$ cat config.mk
export PLATFORM = sky130hd
export DESIGN_NAME = time_counter
export DESIGN_NICKNAME = d
export VERILOG_FILES = /design/src/rtl/time_counter.sv
export SDC_FILE = /design/constraint.sdc
export NUM_CORES = 1
export LEC_CHECK = 0
export ABC_AREA = 0
export CORE_UTILIZATION = 55
export DETAILED_ROUTE_END_ITERATION = 10
export PLACE_DENSITY = 0.74
export SETUP_SLACK_MARGIN = 0.5
export SYNTH_ARGS = -nofsm -noshare
export SYNTH_HDL_FRONTEND = slang
export SYNTH_SLANG_ARGS = --single-unit
$ cat constraint.sdc
create_clock -name time_counter_clk -period 4.6 [get_ports time_counter_clk]
set_input_delay 0.92 -clock time_counter_clk [delete_from_list [all_inputs] [get_ports time_counter_clk]]
set_output_delay 0.92 -clock time_counter_clk [all_outputs]
set_load 0.02 [all_outputs]
$ cat src/rtl/time_counter.sv
// time_counter -- real-time-of-day counter for the clock design.
//
// Divides the system clock down to a one-second tick and keeps
// hours:minutes:seconds as six BCD digits, each of which feeds a
// BCD-to-7-segment decoder directly (every digit is always 0-9).
// Single-cycle pulses step the minutes and the hours.
//
// Build option:
//   TIME_COUNTER_12H_EN  defined   -> hours run 12,01..11,12; pm toggles on
//                                     every 11->12 step; reset time 12:00:00.
//                        undefined -> hours run 00..23; pm tied to 0.
//
// Parameters:
//   TICKS_PER_SEC          clock cycles per second (minimum 1)
// Ports:
//   time_counter_clk       system clock, rising edge
//   time_counter_rst       asynchronous active-high reset
//   time_counter_en        run enable; 0 freezes prescaler and time
//   time_counter_inc_min   pulse: minutes +1 mod 60, clears seconds/prescaler
//   time_counter_inc_hour  pulse: hours +1 with the normal hour wrap
//   time_counter_sec_u/_t  seconds units / tens digit
//   time_counter_min_u/_t  minutes units / tens digit
//   time_counter_hour_u/_t hours units / tens digit
//   time_counter_sec_pulse one-cycle strobe on each seconds update
//   time_counter_pm        PM flag (12 h build only)
module time_counter #(
  parameter int TICKS_PER_SEC = 50_000_000
) (
  input  logic       time_counter_clk,
  input  logic       time_counter_rst,
  input  logic       time_counter_en,
  input  logic       time_counter_inc_min,
  input  logic       time_counter_inc_hour,
  output logic [3:0] time_counter_sec_u,
  output logic [3:0] time_counter_sec_t,
  output logic [3:0] time_counter_min_u,
  output logic [3:0] time_counter_min_t,
  output logic [3:0] time_counter_hour_u,
  output logic [3:0] time_counter_hour_t,
  output logic       time_counter_sec_pulse,
  output logic       time_counter_pm
);

  localparam int PW = (TICKS_PER_SEC > 1) ? $clog2(TICKS_PER_SEC) : 1;
  localparam logic [PW-1:0] PRESC_LAST = PW'(TICKS_PER_SEC - 1);

`ifdef TIME_COUNTER_12H_EN
  localparam logic [3:0] HOUR_RST_T = 4'd1;
  localparam logic [3:0] HOUR_RST_U = 4'd2;
`else
  localparam logic [3:0] HOUR_RST_T = 4'd0;
  localparam logic [3:0] HOUR_RST_U = 4'd0;
`endif

  // Increment a 00..59 BCD pair; returns {carry_out, tens, units}.
  function automatic logic [8:0] bcd60_inc(input logic [3:0] t, input logic [3:0] u);
    if (u == 4'd9) begin
      if (t == 4'd5) return {1'b1, 4'd0, 4'd0};
      else           return {1'b0, t + 4'd1, 4'd0};
    end
    return {1'b0, t, u + 4'd1};
  endfunction

  // Increment the hour pair; returns {pm_toggle, tens, units}.
  function automatic logic [8:0] hour_inc(input logic [3:0] t, input logic [3:0] u);
`ifdef TIME_COUNTER_12H_EN
    if (t == 4'd1 && u == 4'd2)      return {1'b0, 4'd0, 4'd1};
    else if (t == 4'd1 && u == 4'd1) return {1'b1, 4'd1, 4'd2};
`else
    if (t == 4'd2 && u == 4'd3)      return {1'b0, 4'd0, 4'd0};
`endif
    else if (u == 4'd9)              return {1'b0, t + 4'd1, 4'd0};
    return {1'b0, t, u + 4'd1};
  endfunction

  logic [PW-1:0] presc_q, presc_d;
  logic [3:0]    sec_u_q, sec_u_d, sec_t_q, sec_t_d;
  logic [3:0]    min_u_q, min_u_d, min_t_q, min_t_d;
  logic [3:0]    hour_u_q, hour_u_d, hour_t_q, hour_t_d;
  logic          pm_q, pm_d;
  logic          sec_pulse_q, sec_pulse_d;
  logic          tick;
  logic [8:0]    sec_nx, min_nx, hour_nx;

  always_comb begin
    tick        = time_counter_en && (presc_q == PRESC_LAST);
    sec_nx      = bcd60_inc(sec_t_q, sec_u_q);
    min_nx      = bcd60_inc(min_t_q, min_u_q);
    hour_nx     = hour_inc(hour_t_q, hour_u_q);
    presc_d     = presc_q;
    sec_u_d     = sec_u_q;
    sec_t_d     = sec_t_q;
    min_u_d     = min_u_q;
    min_t_d     = min_t_q;
    hour_u_d    = hour_u_q;
    hour_t_d    = hour_t_q;
    pm_d        = pm_q;
    sec_pulse_d = 1'b0;

    if (time_counter_inc_min) begin
      // Minute set restarts the current minute: no carry into hours.
      {min_t_d, min_u_d} = min_nx[7:0];
      sec_t_d            = 4'd0;
      sec_u_d            = 4'd0;
      presc_d            = '0;
      sec_pulse_d        = 1'b1;
    end else begin
      // A tick that loses to inc_hour is still consumed by the prescaler.
      if (time_counter_en) presc_d = tick ? '0 : presc_q + PW'(1);
      if (time_counter_inc_hour) begin
        {hour_t_d, hour_u_d} = hour_nx[7:0];
        pm_d                 = pm_q ^ hour_nx[8];
      end else if (tick) begin
        {sec_t_d, sec_u_d} = sec_nx[7:0];
        sec_pulse_d        = 1'b1;
        if (sec_nx[8]) begin
          {min_t_d, min_u_d} = min_nx[7:0];
          if (min_nx[8]) begin
            {hour_t_d, hour_u_d} = hour_nx[7:0];
            pm_d                 = pm_q ^ hour_nx[8];
          end
        end
      end
    end
  end

  always_ff @(posedge time_counter_clk or posedge time_counter_rst) begin
    if (time_counter_rst) begin
      presc_q     <= '0;
      sec_u_q     <= 4'd0;
      sec_t_q     <= 4'd0;
      min_u_q     <= 4'd0;
      min_t_q     <= 4'd0;
      hour_u_q    <= HOUR_RST_U;
      hour_t_q    <= HOUR_RST_T;
      pm_q        <= 1'b0;
      sec_pulse_q <= 1'b0;
    end else begin
      presc_q     <= presc_d;
      sec_u_q     <= sec_u_d;
      sec_t_q     <= sec_t_d;
      min_u_q     <= min_u_d;
      min_t_q     <= min_t_d;
      hour_u_q    <= hour_u_d;
      hour_t_q    <= hour_t_d;
      pm_q        <= pm_d;
      sec_pulse_q <= sec_pulse_d;
    end
  end

  assign time_counter_sec_u     = sec_u_q;
  assign time_counter_sec_t     = sec_t_q;
  assign time_counter_min_u     = min_u_q;
  assign time_counter_min_t     = min_t_q;
  assign time_counter_hour_u    = hour_u_q;
  assign time_counter_hour_t    = hour_t_q;
  assign time_counter_sec_pulse = sec_pulse_q;
  assign time_counter_pm        = pm_q;

endmodule

# [Word level (Yosys, flattened, before mapping)]
# Cells that the tools add are included.
[word_totals] reg_bits=52
[classes] add_sub_neg=7 reduce_logical=13 bitwise_logic=2 muxes=45 n_eq_ne=9
[ops] operator="two-way mux 4 bit" count=22
[ops] operator="two-way mux 9 bit" count=9
[ops] operator="two-way mux 26 bit" count=3
[ops] operator="adder 26 x 1 -> 26 bit (second input constant)" count=1
[ops] operator="equality test 26 bit (second input constant)" count=1
[ops] operator="adder 4 x 1 -> 4 bit (second input constant)" count=6
[ops] operator="nonzero test 2 bit" count=7
[ops] operator="equality test 4 bit (second input constant)" count=3
[ops] operator="two-way mux 1 bit" count=11
[ops] operator="equality test 4 x 2 -> 1 bit (second input constant)" count=2
[ops] operator="equality test 4 x 3 -> 1 bit (second input constant)" count=2
[ops] operator="AND reduction 3 bit" count=2
[ops] operator="AND reduction 4 bit" count=1
[ops] operator="logical AND 1 bit" count=2
[ops] operator="inequality test 2 bit (second input constant)" count=1
[ops] operator="AND reduction 2 bit" count=1
[ops] operator="NOT 1 bit" count=1
[ops] operator="XOR 1 bit" count=1

# [Depth between registers and ports, before layout]
# Gate-level depths: netlist (run 1).
[logic_depth] ltp_word=9 ltp_mapped=8 ltp_nobuf=7

# [Worst setup path after synthesis (run 1)]
# Ideal clock, no wire load.
[synth_timing] path_kind="input to register" from="input port time_counter_en" to="register sec_u_q[3], in the netlist time_counter_sec_u[3]" setup_slack_ns=2.022 cell_stages=6 setup_time_ns=0.094 arrival_ns=2.485 path_buffers=1 cell_sequence="nand4_1 or4_1 or2_1 buf_6 or3_4 a221oi_2"
[synth_between] elab_chain_len=3
[synth_lines] item="from (decl)" line="31" rtl="input logic time_counter_en,"
[synth_lines] item="logical AND 1 bit" line="86" rtl="tick = time_counter_en && (presc_q == PRESC_LAST);"
[synth_lines] item="nonzero test 2 bit (no source line)"
[synth_lines] item="AND reduction 2 bit (no source line)"
[synth_lines] item="to (signal assigned)" line="140" rtl="sec_u_q <= sec_u_d;"
[synth_lines] item="to (decl)" line="77" rtl="logic [3:0] sec_u_q, sec_u_d, sec_t_q, sec_t_d;"
# No other way between the ends.
# A chain may end at the register's enable or synchronous reset.

# [Worst setup path after layout (run 1)]
[layout_timing] from="input port time_counter_en" to="register presc_q[21]"
[layout_between] elab_chain_len=4
[layout_lines] item="logical AND 1 bit" line="86"
[layout_lines] item="two-way mux 26 bit (2 in series)" line="109" rtl="if (time_counter_en) presc_d = tick ? '0 : presc_q + PW'(1);"
[layout_lines] item="two-way mux 26 bit" line="100" rtl="if (time_counter_inc_min) begin"
[layout_lines] item="to (signal assigned)" line="139" rtl="presc_q <= presc_d;"
[layout_lines] item="to (decl)" line="76" rtl="logic [PW-1:0] presc_q, presc_d;"
# Several ways; a longest one is shown, not always the timed one. The select of a mux whose other input is x is not followed.

==> metrics.md, run 1 <==
| Metric | Value |
|---|---|
| Cells on worst reg2reg path | 5 |
| Pre-CTS setup slack | approximately 0.92 ns |
| Clock-pin transition on the worst setup and hold timing paths | ~0.1 ns |
| Placed wire-length estimate | 3970 µm |
| Syn_area_per_cell | between 9 and 10 µm² |
| CTS resizes | 0 |
| Count of buffers from port buffering | 29 |
| Register area share after synthesis | between 40 and 50% |
| Critical path class | in -> reg |
| Full die area | 5530 µm² |
| Sequential share of power | between 40% and 50% |
| Core area | about 4900 µm² |
| Synth warnings | 0 |
| Cell count after synthesis | approximately 300 |
| Worst R2R Setup Slack | 1.78 ns |
| Vias per Instance | roughly 5.7 |
| Final WS setup | roughly 1.3 ns |
| GP Congestion | between 0.8 and 0.9 |
| DP Area | 3200 µm² |
| Layout cells sized above 1 | 7.34% |
| Tcrit/Tclk final | between 70% and 80% |
| LEAKAGE | roughly 1.3 nW |
| Residual DRC | 0 |
| Endpoints failing hold | 0 |
| Max rail drop VDD | 0.356 mV |
| Clk buf depth | 2 |
| Final setup fails | 0 |
| Max-slew violation count | 0 |
| Ys async rst share | 100% |
| RSZ-0062 raised after global routing | no |
| Setup_tns | 0 ns |
| CTS tree | built |
| Cell Count Post-Placement | about 390 |
| Max Freq | a little over 300 MHz |
| Total track usage | roughly a quarter |
| Final Non-Filler Cells | just under 400 |
| Crit path DAT | about 3.5 ns |
| CP startpoint kind | input pin |
| Synth top cells by count | 51 x dfrtp_1, 38 x nor2_1, 19 x nand2_1 |
| Int Pwr | 0.832 mW |
| WL final | approximately 5600 µm |
| Clock Sinks | 51 |
| Largest net degree at the start of global routing | 52 |
| Worst Hold Launch | time_counter_min_t[0] |
| Clk_lat worst skew | between 0.3 and 0.4 ns |
| Comb pwr share | approximately a third |
| Reg-to-Reg End | presc_q[21] |
| Power density over the cells | about 390 nW/µm² |
| Clock Skew | roughly 0.011 ns |
| Final ANT Viol Nets | 0 |
| Area of the multi-input gates | around 1500 µm² |
| Initial antenna violation count | 0 |
| Setup crit end kind | flop |
| Die Wd | 74.4 µm |
| Worst Hold Path Cells | 1 |
| RR Startpoint | presc_q[18] |
| Clk root buf | clkbuf_8 |
| Post-CTS setup buffers | 0 |
| Antenna cells | 0 |
| Fin area | between 3000 and 4000 µm² |
| Cell variety after synth | 56 |
| First-pass GRT wire length | 9860 µm |
| Wirelength per Cell | 14.1 µm |
| NetSw | 0.457 mW |
| Synth Cell Area | roughly 2900 µm² |
| Vias in the first global route | 2111 |
| Clock power frac | 20.7% |
| Pre-antenna DRT Iters | 4 |
| Row count | 25 |
| Top cell type's share of synthesized area | approximately 44% |
| Filler cell count | between 400 and 500 |
| Die Y | about 74 µm |
| Dominant cell type by area after synthesis | dfrtp_1 |
| Initial Utilization | 59.1% |
| Required @ worst endpoint | approximately 4.8 ns |
| Cts hold-fix bufs | 0 |
| Overflow after GRT | 0 |
| Total number of vias | between 2000 and 2500 |
| Max_slew headroom | 30.6% |
| Top FF cell, synth | dfrtp_1 |
| H-tree Lvls | 2 |
| Main area contributors after synthesis | dfrtp_1 44%, nor2_1 5.0%, xor2_1 4.6%, ha_1 3.9%, xnor2_1 3.3% |
| Min Tclk post-route | around 3.3 ns |
| Sw frac | between 30 and 40% |
| P&R area growth vs syn | 14.3% |
| Count leader, synth | dfrtp_1 |
| Fin nets | 340 |
| Worst min-delay path class | reg -> reg |
| Num CTS Buffers | 5 |
| First DRT Iteration DRCs | roughly 110 |
| Post-synth EDFFs | 0 |
| Hold Path Sink | time_counter_min_t[0] |
| Max Cap Viol | 0 |
| Slew @ Worst Pin | 1.04 ns |
| Post-Route Hold Slack | between 0.4 and 0.5 ns |
| Final total power | 1.29 mW |
| Register area | between 1000 and 1500 µm² |
| I/O pin total | 31 |
| Crit-path max FO | 20 |
| Outcome | completed |
| FF+latch count, synth | 51 |
| Final core utilization | 67.5% |
| Mapped Nets | 316 |
-- worst max path at each step --
stage                          from                     to  slack [ns]  cells past startpoint
floorplan           time_counter_en  time_counter_sec_u[3]        2.02                      6
global placement    time_counter_en            presc_q[11]        1.01                      6
detailed placement  time_counter_en            presc_q[21]        0.92                      6
CTS                 time_counter_en            presc_q[21]        1.30                      6
global route        time_counter_en             presc_q[9]        1.04                      6
finish              time_counter_en            presc_q[21]        1.30                      6
-- sequential cells by signal, indices dropped and copies added, names as in the netlist --
register,count
presc_q,26
time_counter_min_t,4
time_counter_sec_u,4
time_counter_sec_t,4
time_counter_hour_u,4
time_counter_hour_t,4
time_counter_sec_pulse,1
time_counter_min_u,4
-- kinds of logic after synthesis --
family          Yosys count  share of synthesized area, %
xor+xnor                 26                          7.90
simple gates            139                          27.1
flops                    51                          44.3
mux                       6                          2.17
buf+inv                  25                          3.73
other cells               1                         0.130
fa+ha+maj                 9                          3.91
compound gates           45                          10.7
-- power by group through the flow --
stage	Combinational [mW]	Clock [mW]	Sequential (mW)
after detailed placement	0.421	0	0.614
after CTS	0.422	0.275	0.606
final	0.416	0.267	0.605
after global placement	0.412	0	0.611
after floorplan	0.169	0	0.680
after global routing	0.464	0.291	0.619
-- cells in the final DEF, fill, tap and decap left out, types with 5 or more instances in the layout --
master	netlist	layout
a21oi_1	9	9
xor2_1	15	15
nand3_1	12	12
nor2b_1	7	7
nand4_1	12	12
dfrtp_1	51	51
clkbuf_8	0	5
o21ai_0	10	10
inv_1	12	11
ha_1	9	9
xnor2_1	11	11
nor2_1	38	38
nand2_1	19	19
nor3_1	8	8
or4_1	8	8
clkdlybuf4s50_1	0	29
-- metal layers --
layer | vias to the layer above | share of wire, % | GRT usage [%] | wire [µm]
met5 | - | 0 | 0 | 0
li1 | 1128 | - | - | -
met1 | 1071 | 48 | 31.5 | 2660
met3 | 6 | 3.3 | 4.34 | 182
met4 | 0 | 1.4 | 9.01 | 80
met2 | 43 | 47 | 37.3 | 2630
-- critical path: stages --
cell and delay [ns]:
clkdlybuf4s50_1 0.76, nand4_1 0.19, or4_1 0.50, or2_1 0.38, or2b_1 0.60, nor2_1 0.12
-- area by class of cell --
class | count | area share, %
clock buffer | 5 | 2.09
inverter | 12 | 1.37
tap | 67 | 2.55
multi-input combinational | 226 | 45.5
clock inverter | 3 | 0.722
timing repair buffer | 30 | 9.04
sequential | 51 | 38.8
No activity file was read; power rests on OpenSTA's default activity.
==> inputs of run 2 (changes only) <==
--- a/config.mk
+++ b/config.mk
@@ -6,9 +6,9 @@
 export NUM_CORES = 1
 export LEC_CHECK = 0
 export ABC_AREA = 0
-export CORE_UTILIZATION = 55
+export CORE_UTILIZATION = 51
 export DETAILED_ROUTE_END_ITERATION = 10
-export PLACE_DENSITY = 0.74
+export PLACE_DENSITY = 0.72
 export SETUP_SLACK_MARGIN = 0.5
 export SYNTH_ARGS = -nofsm -noshare
 export SYNTH_HDL_FRONTEND = slang
==> constraint.sdc (replaced) <==
create_clock -name time_counter_clk -period 3.02 [get_ports time_counter_clk]
set_input_delay 0.604 -clock time_counter_clk [delete_from_list [all_inputs] [get_ports time_counter_clk]]
set_output_delay 0.604 -clock time_counter_clk [all_outputs]
set_load 0.02 [all_outputs]
==> run 2 against run 1 <==
  * Worst setup slack lost 0.84 ns
  * Non-clock buffer count up 15
  * Worst hold slack is essentially flat
  * Total power increased by 51%
  * Largest power group unchanged
  * Flip-flop and latch count unchanged
  * Clock-buffer cell count rose by 1
  * Highest routed layer unchanged
  * Clock skew barely moved
  * Cell count increased by 4.6%
  * Die area is 7.6% higher
  * First-iteration DRC count rose by 53%
  * Wire length increased by 7.2%
  * Largest cell class unchanged
==> metrics.md, run 2 (synthesis results as in run 1) <==
| Metric | Value |
|---|---|
| Antenna cells | 0 (unchanged) |
| Total track usage | 21.3% (-2.0 points) |
| WL final | 5950 µm (+7.2%) |
| GP Congestion | 0.820 (-3.0%) |
| Required @ worst endpoint | 3.21 ns (-1.57 ns) |
| Initial Utilization | 52.7% (-6.4 points) |
| Vias per Instance | 5.70 (-0.16%) |
| Crit-path max FO | 4 (-80%) |
| Die Y | 77.2 µm (+3.7%) |
| Cts hold-fix bufs | 0 (unchanged) |
| Min Tclk post-route | approximately 2.6 ns |
| Largest net degree at the start of global routing | 21 (-60%) |
| Clock Sinks | 51 (unchanged) |
| Initial antenna violation count | 0 (unchanged) |
| Num CTS Buffers | 5 (unchanged) |
| Row count | 27 (+8.0%) |
| P&R area growth vs syn | 18.3% |
| Most frequent cells in the layout | 50 x dfrtp_1, 38 x nor2_1, 29 x clkdlybuf4s50_1 |
| Tcrit/Tclk final | 84.5% |
| Critical path class | reg -> reg |
| Max Freq | between 300 and 400 MHz |
| Worst min-delay path class | reg -> reg |
| LEAKAGE | 1.38 nW (+6.0%) |
| Max_slew headroom | 54.5% (+24 points) |
| Final Non-Filler Cells | 412 (+4.6%) |
| Setup crit end kind | flop |
| Vias in the first global route | 2271 (+7.6%) |
| Worst Hold Path Cells | 1 (unchanged) |
| Residual DRC | 0 (unchanged) |
| Slew @ Worst Pin | 0.677 ns (-0.362 ns) |
| Max reg flops | 26 (unchanged) |
| Largest register by flop count | presc_q |
| Clk root buf | clkbuf_8 |
| Cells on worst reg2reg path | 5 (unchanged) |
| First-pass GRT wire length | 10300 µm (+4.1%) |
| RSZ-0062 raised after global routing | yes |
| Post-Route Hold Slack | 0.500 ns (-0.0000630 ns) |
| Clock Skew | 0.0110 ns (+0.000197 ns) |
| Outcome | completed |
| Filler cell count | 473 (+8.0%) |
| Most common cell after layout, fill and taps aside | dfrtp_1 |
| H-tree Lvls | 2 (unchanged) |
| Max rail drop VDD | 0.340 mV (-4.5%) |
| First DRT Iteration DRCs | 171 (+53%) |
| Clock-pin transition on the worst setup and hold timing paths | 0.09 ns (about the same) |
| Crit path DAT | 2.75 ns (-0.73 ns) |
| I/O pin total | 31 (unchanged) |
| Full die area | 5950 µm² (+7.6%) |
| Power density over the cells | 572 nW/µm² (+46%) |
| Cell Count Post-Placement | 398 (+3.1%) |
| CP max stage cell | or4_4 |
| Pre-antenna DRT Iters | 4 (unchanged) |
| Placed wire-length estimate | 4260 µm (+7.3%) |
| Critical path, cell by cell | or4b_4 -> or4_4 -> nor4_4 -> or2_4 -> mux2_4 |
| Final ANT Viol Nets | 0 (unchanged) |
| Endpoints failing hold | 0 (unchanged) |
| Clk_lat worst skew | 0.30 ns (about the same) |
| Layout cells sized above 1 | 11.8% (+4.4 points) |
| Fin nets | 355 (+4.4%) |
| Count of buffers from port buffering | 29 (unchanged) |
| CTS tree | built |
| Die Wd | 77.2 µm (+3.7%) |
| Final setup fails | 0 (unchanged) |
| CP startpoint kind | flop |
| Overflow after GRT | 0 (unchanged) |
| Max-slew violation count | 0 (unchanged) |
| Total number of vias | 2347 (+4.4%) |
| Slowest Stage Delay on Critical Path | 0.59 ns (-0.17 ns) |
| Max Cap Viol | 0 (unchanged) |
| Core area | 5470 µm² (+12%) |
| Setup_tns | 0 ns (unchanged) |
| Wirelength per Cell | 14.4 µm (+2.5%) |
| Clk buf depth | 2 (unchanged) |
run 2: layout make-up:
| cell class | count | area (µm²) | share of cell area [%] |
|---|---|---|---|
| timing repair buffer | 45 | 410 | 12.0 |
| sequential | 51 | 1280 | 37.5 |
| tap | 72 | 90.1 | 2.64 |
| multi-input combinational | 226 | 1510 | 44.4 |
| inverter | 12 | 45.0 | 1.32 |
| clock buffer | 6 | 72.6 | 2.13 |
run 2: metal layers:
metal	wire [µm]	global-route usage, %
met5	0	0
met4	65	7.74
met3	165	2.74
met2	2890	36.0
met1	2830	27.9
run 2: where the power goes:
part | internal, mW | switching [mW] | total (mW)
Sequential | 0.786 | 0.139 | 0.925
Clock | 0.155 | 0.206 | 0.361
Combinational | 0.332 | 0.334 | 0.666
Total | 1.27 | 0.679 | 1.95
run 2: metrics by stage:
stage               power [mW]  area [µm²]  setup WS [ns]  util [%]
floorplan                 1.29        2880          0.519         -
global placement          1.57        3260          0.209      59.6
detailed placement        1.60        3260          0.182      59.6
CTS                       1.96        3350          0.488      61.2
global route              2.06        3410          0.434      62.3
finish                    1.95        3410          0.467      62.3
run 2: worst paths after layout:
path                                         from                endpoint  slack [ns]
setup / recovery                      presc_q[16]  time_counter_hour_u[0]        0.47
hold / removal             time_counter_hour_t[3]  time_counter_hour_t[3]        0.50
setup reg to reg                      presc_q[16]  time_counter_hour_u[0]        0.47
hold reg to reg            time_counter_hour_t[3]  time_counter_hour_t[3]        0.50
max in group asynchronous        time_counter_rst             presc_q[15]        1.85
min in group asynchronous        time_counter_rst  time_counter_hour_u[3]        0.57
run 2: what timing repair did:
| action | in CTS | in global routing |
|---|---|---|
| pin swaps | 1 | 9 |
| setup endpoints to repair | 27 | 31 |
| setup buffers | 1 | 7 |
| gates resized for setup | 3 | 4 |
| cloned | 0 | 0 |
run 2: worst max-delay path, delay by kind of cell (launching register included):
family	cells	cell delay (ns)
flip-flops	1	0.43
multiplexers	1	0.29
AND/OR/NAND/NOR	4	1.74
==> inputs of run 3 (changes only) <==
==> constraint.sdc (replaced) <==
create_clock -name time_counter_clk -period 2.2 [get_ports time_counter_clk]
set_input_delay 0.44 -clock time_counter_clk [delete_from_list [all_inputs] [get_ports time_counter_clk]]
set_output_delay 0.44 -clock time_counter_clk [all_outputs]
set_load 0.02 [all_outputs]
==> run 3 against run 2 <==
  * The run now ends with setup timing left
  * Non-clock buffer count grew 54
  * Total power increased by 40%
  * Highest routed layer unchanged
  * Flip-flop and latch count unchanged
  * Sequential share of layout area is 5.8 points lower
  * Clock power rose by 46%
  * Via count grew 12%
==> metrics.md, run 3 (synthesis results as in run 1) <==
| Metric | Value |
|---|---|
| Wirelength per Cell | 15.5 µm (+7.6%) |
| Residual DRC | 0 (unchanged) |
| First DRT Iteration DRCs | 179 (+4.7%) |
| Die Wd | 77.2 µm (unchanged) |
| Power density over the cells | 678 nW/µm² (+19%) |
| Full die area | 5950 µm² (unchanged) |
| Final total power | 2.74 mW (+40%) |
| NetSw | 1.02 mW (+50%) |
| Vias per Instance | 5.59 (-1.8%) |
| Cell repeated most along the worst path | or4_4 |
| Met1 Resource Use GR | 31.3% (+3.5 points) |
| Setup crit end kind | flop |
| Clock power frac | 19.3% (+0.8 points) |
| Largest net degree at the start of global routing | 52 (+150%) |
| Outcome | finished, violations left |
| Core area | 5470 µm² (unchanged) |
| Reg-to-Reg End | time_counter_sec_u[3] |
| Final WS setup | -0.304 ns (-0.771 ns) |
| First-pass GRT wire length | 11700 µm (+14%) |
| Filler cell count | 403 (-15%) |
| DP Area | 3630 µm² (+11%) |
| Max Freq | 399 MHz (+2.0%) |
| Required @ worst endpoint | 2.40 ns (-0.81 ns) |
| GR peak layer | met2 |
| Sequential share of power | 46.4% (-1.0 points) |
| Clock-pin transition on the worst setup and hold timing paths | 0.09 ns (about the same) |
| P&R area growth vs syn | 40.0% |
| WL final | 7270 µm (+22%) |
| Total number of vias | 2617 (+12%) |
| Total track usage | 24.5% (+3.1 points) |
| Die Y | 77.2 µm (unchanged) |
| I/O pin total | 31 (unchanged) |
| Overflow after GRT | 0 (unchanged) |
| LEAKAGE | 1.82 nW (+32%) |
| Max reg flops | 26 (unchanged) |
| Clk buf depth | 2 (unchanged) |
| CP max stage cell | or4_4 |
| M3 GR Usage | 2.86% (+0.12 points) |
| Int Pwr | 1.72 mW (+35%) |
| Endpoints failing hold | 0 (unchanged) |
| Cells on worst reg2reg path | 5 (unchanged) |
| CTS tree | built |
| Placed wire-length estimate | 4770 µm (+12%) |
| Delay-heaviest family, CP | simple AND/OR/NAND/NOR gates |
| Worst R2R Setup Slack | -0.30 ns (-0.77 ns) |
| Failing checks | setup timing |
| Initial Utilization | 52.7% (unchanged) |
| Count of buffers from port buffering | 29 (unchanged) |
| Final ANT Viol Nets | 0 (unchanged) |
| Clk root buf | clkbuf_8 |
| Min Tclk post-route | 2.50 ns (-0.0490 ns) |
| Crit-path max FO | 8 (+4) |
| H-tree Lvls | 2 (unchanged) |
| Layout cells sized above 1 | 29.3% (+18 points) |
| RR Startpoint | presc_q[9] |
| Worst min-delay path class | in -> async |
| Register area | 1280 µm² (about the same) |
| Num CTS Buffers | 5 (unchanged) |
| Most common cell after layout, fill and taps aside | buf_4 |
| Max-slew violation count | 0 (unchanged) |
| Tcrit/Tclk final | 114% (+29 points) |
| Critical path, cell by cell | or4_4 -> or4_4 -> or2_4 -> or3_4 -> a221oi_2 |
| Comb pwr share | 34.4% (+0.3 points) |
| Crit path DAT | 2.71 ns (-0.04 ns) |
| Most frequent cells in the layout | 61 x buf_4, 51 x dfrtp_1, 37 x nor2_1 |
| Clock Sinks | 51 (unchanged) |
| Slowest Stage Delay on Critical Path | 0.59 ns (about the same) |
| Vias in the first global route | 2510 (+11%) |
| CP startpoint | presc_q[9] |
| Max rail drop VDD | 0.371 mV (+9.0%) |
| RSZ-0062 raised after global routing | yes |
| Fin nets | 409 (+15%) |
| Max Cap Viol | 0 (unchanged) |
| Buffers & Inverters on Critical Path | 0 (unchanged) |
| Pre-antenna DRT Iters | 4 (unchanged) |
| Sw frac | 37.1% (+2.4 points) |
| Largest register by flop count | presc_q |
| CP startpoint kind | flop |
| Final setup fails | 48 (+48) |
| Clock Skew | 0.00309 ns (-0.00791 ns) |
| Capture point of the worst path | time_counter_sec_u[3] |
| Critical path class | reg -> reg |
| GP Congestion | 0.871 (+6.2%) |
| Routing usage on met2 | 43.1% (+7.1 points) |
| Row count | 27 (unchanged) |
| Fin area | 4040 µm² (+18%) |
| Initial antenna violation count | 0 (unchanged) |
| Antenna cells | 0 (unchanged) |
| Area of the multi-input gates | 1700 µm² (+12%) |
| Clk_lat worst skew | 0.29 ns (about the same) |
| Critical path depth | 5 (unchanged) |
==> run 3: how the worst min path moves through the flow <==
stage                                from  slack [ns]                endpoint
CTS                 time_counter_min_t[0]        0.50   time_counter_min_t[0]
global route        time_counter_min_t[0]        0.52   time_counter_min_t[0]
global placement    time_counter_min_t[0]        0.48   time_counter_min_t[0]
floorplan                     presc_q[22]        0.46             presc_q[22]
finish                   time_counter_rst        0.50  time_counter_hour_u[1]
detailed placement  time_counter_min_t[0]        0.49   time_counter_min_t[0]
==> run 3: layout make-up <==
class                      count  area share, %
timing repair buffer          99           20.8
sequential                    51           31.6
clock inverter                 3          0.372
clock buffer                   5           1.71
inverter                      12           1.12
multi-input combinational    226           42.1
tap                           72           2.23
==> run 3: timing repair <==
action,in CTS,in global routing
gates cloned,0,0
hold buffers,0,0
pin swaps,7,12
buffers inserted,10,10
resized for setup,46,18
endpoints found under the setup margin,75,52
==> run 3: per-layer routing <==
layer | up-vias | wire, µm
met2 | 62 | 3820
li1 | 1260 | -
met4 | 0 | 85
met3 | 8 | 204
met5 | - | 0
met1 | 1287 | 3160
==> run 3: worst register-to-register path, cell delays in order (launching register included) <==
cell,delay (ns)
dfrtp_1,0.41
or4_4,0.54
or4_4,0.59
or2_4,0.29
or3_4,0.34
a221oi_2,0.25
==> run 3: metrics by stage <==
step | utilization (%) | cells | setup TNS (ns) | setup WS [ns] | hold WS (ns)
finish | 73.7 | 468 | -8.47 | -0.304 | 0.500
global placement | 66.3 | 440 | -12.92 | -0.451 | 0.484
CTS | 70.6 | 458 | -7.39 | -0.282 | 0.502
global route | 73.7 | 468 | -10.98 | -0.382 | 0.520
floorplan | - | 302 | -5.48 | -0.301 | 0.463
detailed placement | 66.3 | 440 | -13.82 | -0.427 | 0.494
==> run 3: power groups by stage <==
stage	logic, mW	registers, mW	clock network (mW)
finish	0.941	1.27	0.527
detailed placement	0.940	1.29	0
floorplan	0.361	1.42	0
CTS	0.884	1.27	0.538
global placement	0.915	1.28	0
global route	1.01	1.30	0.574
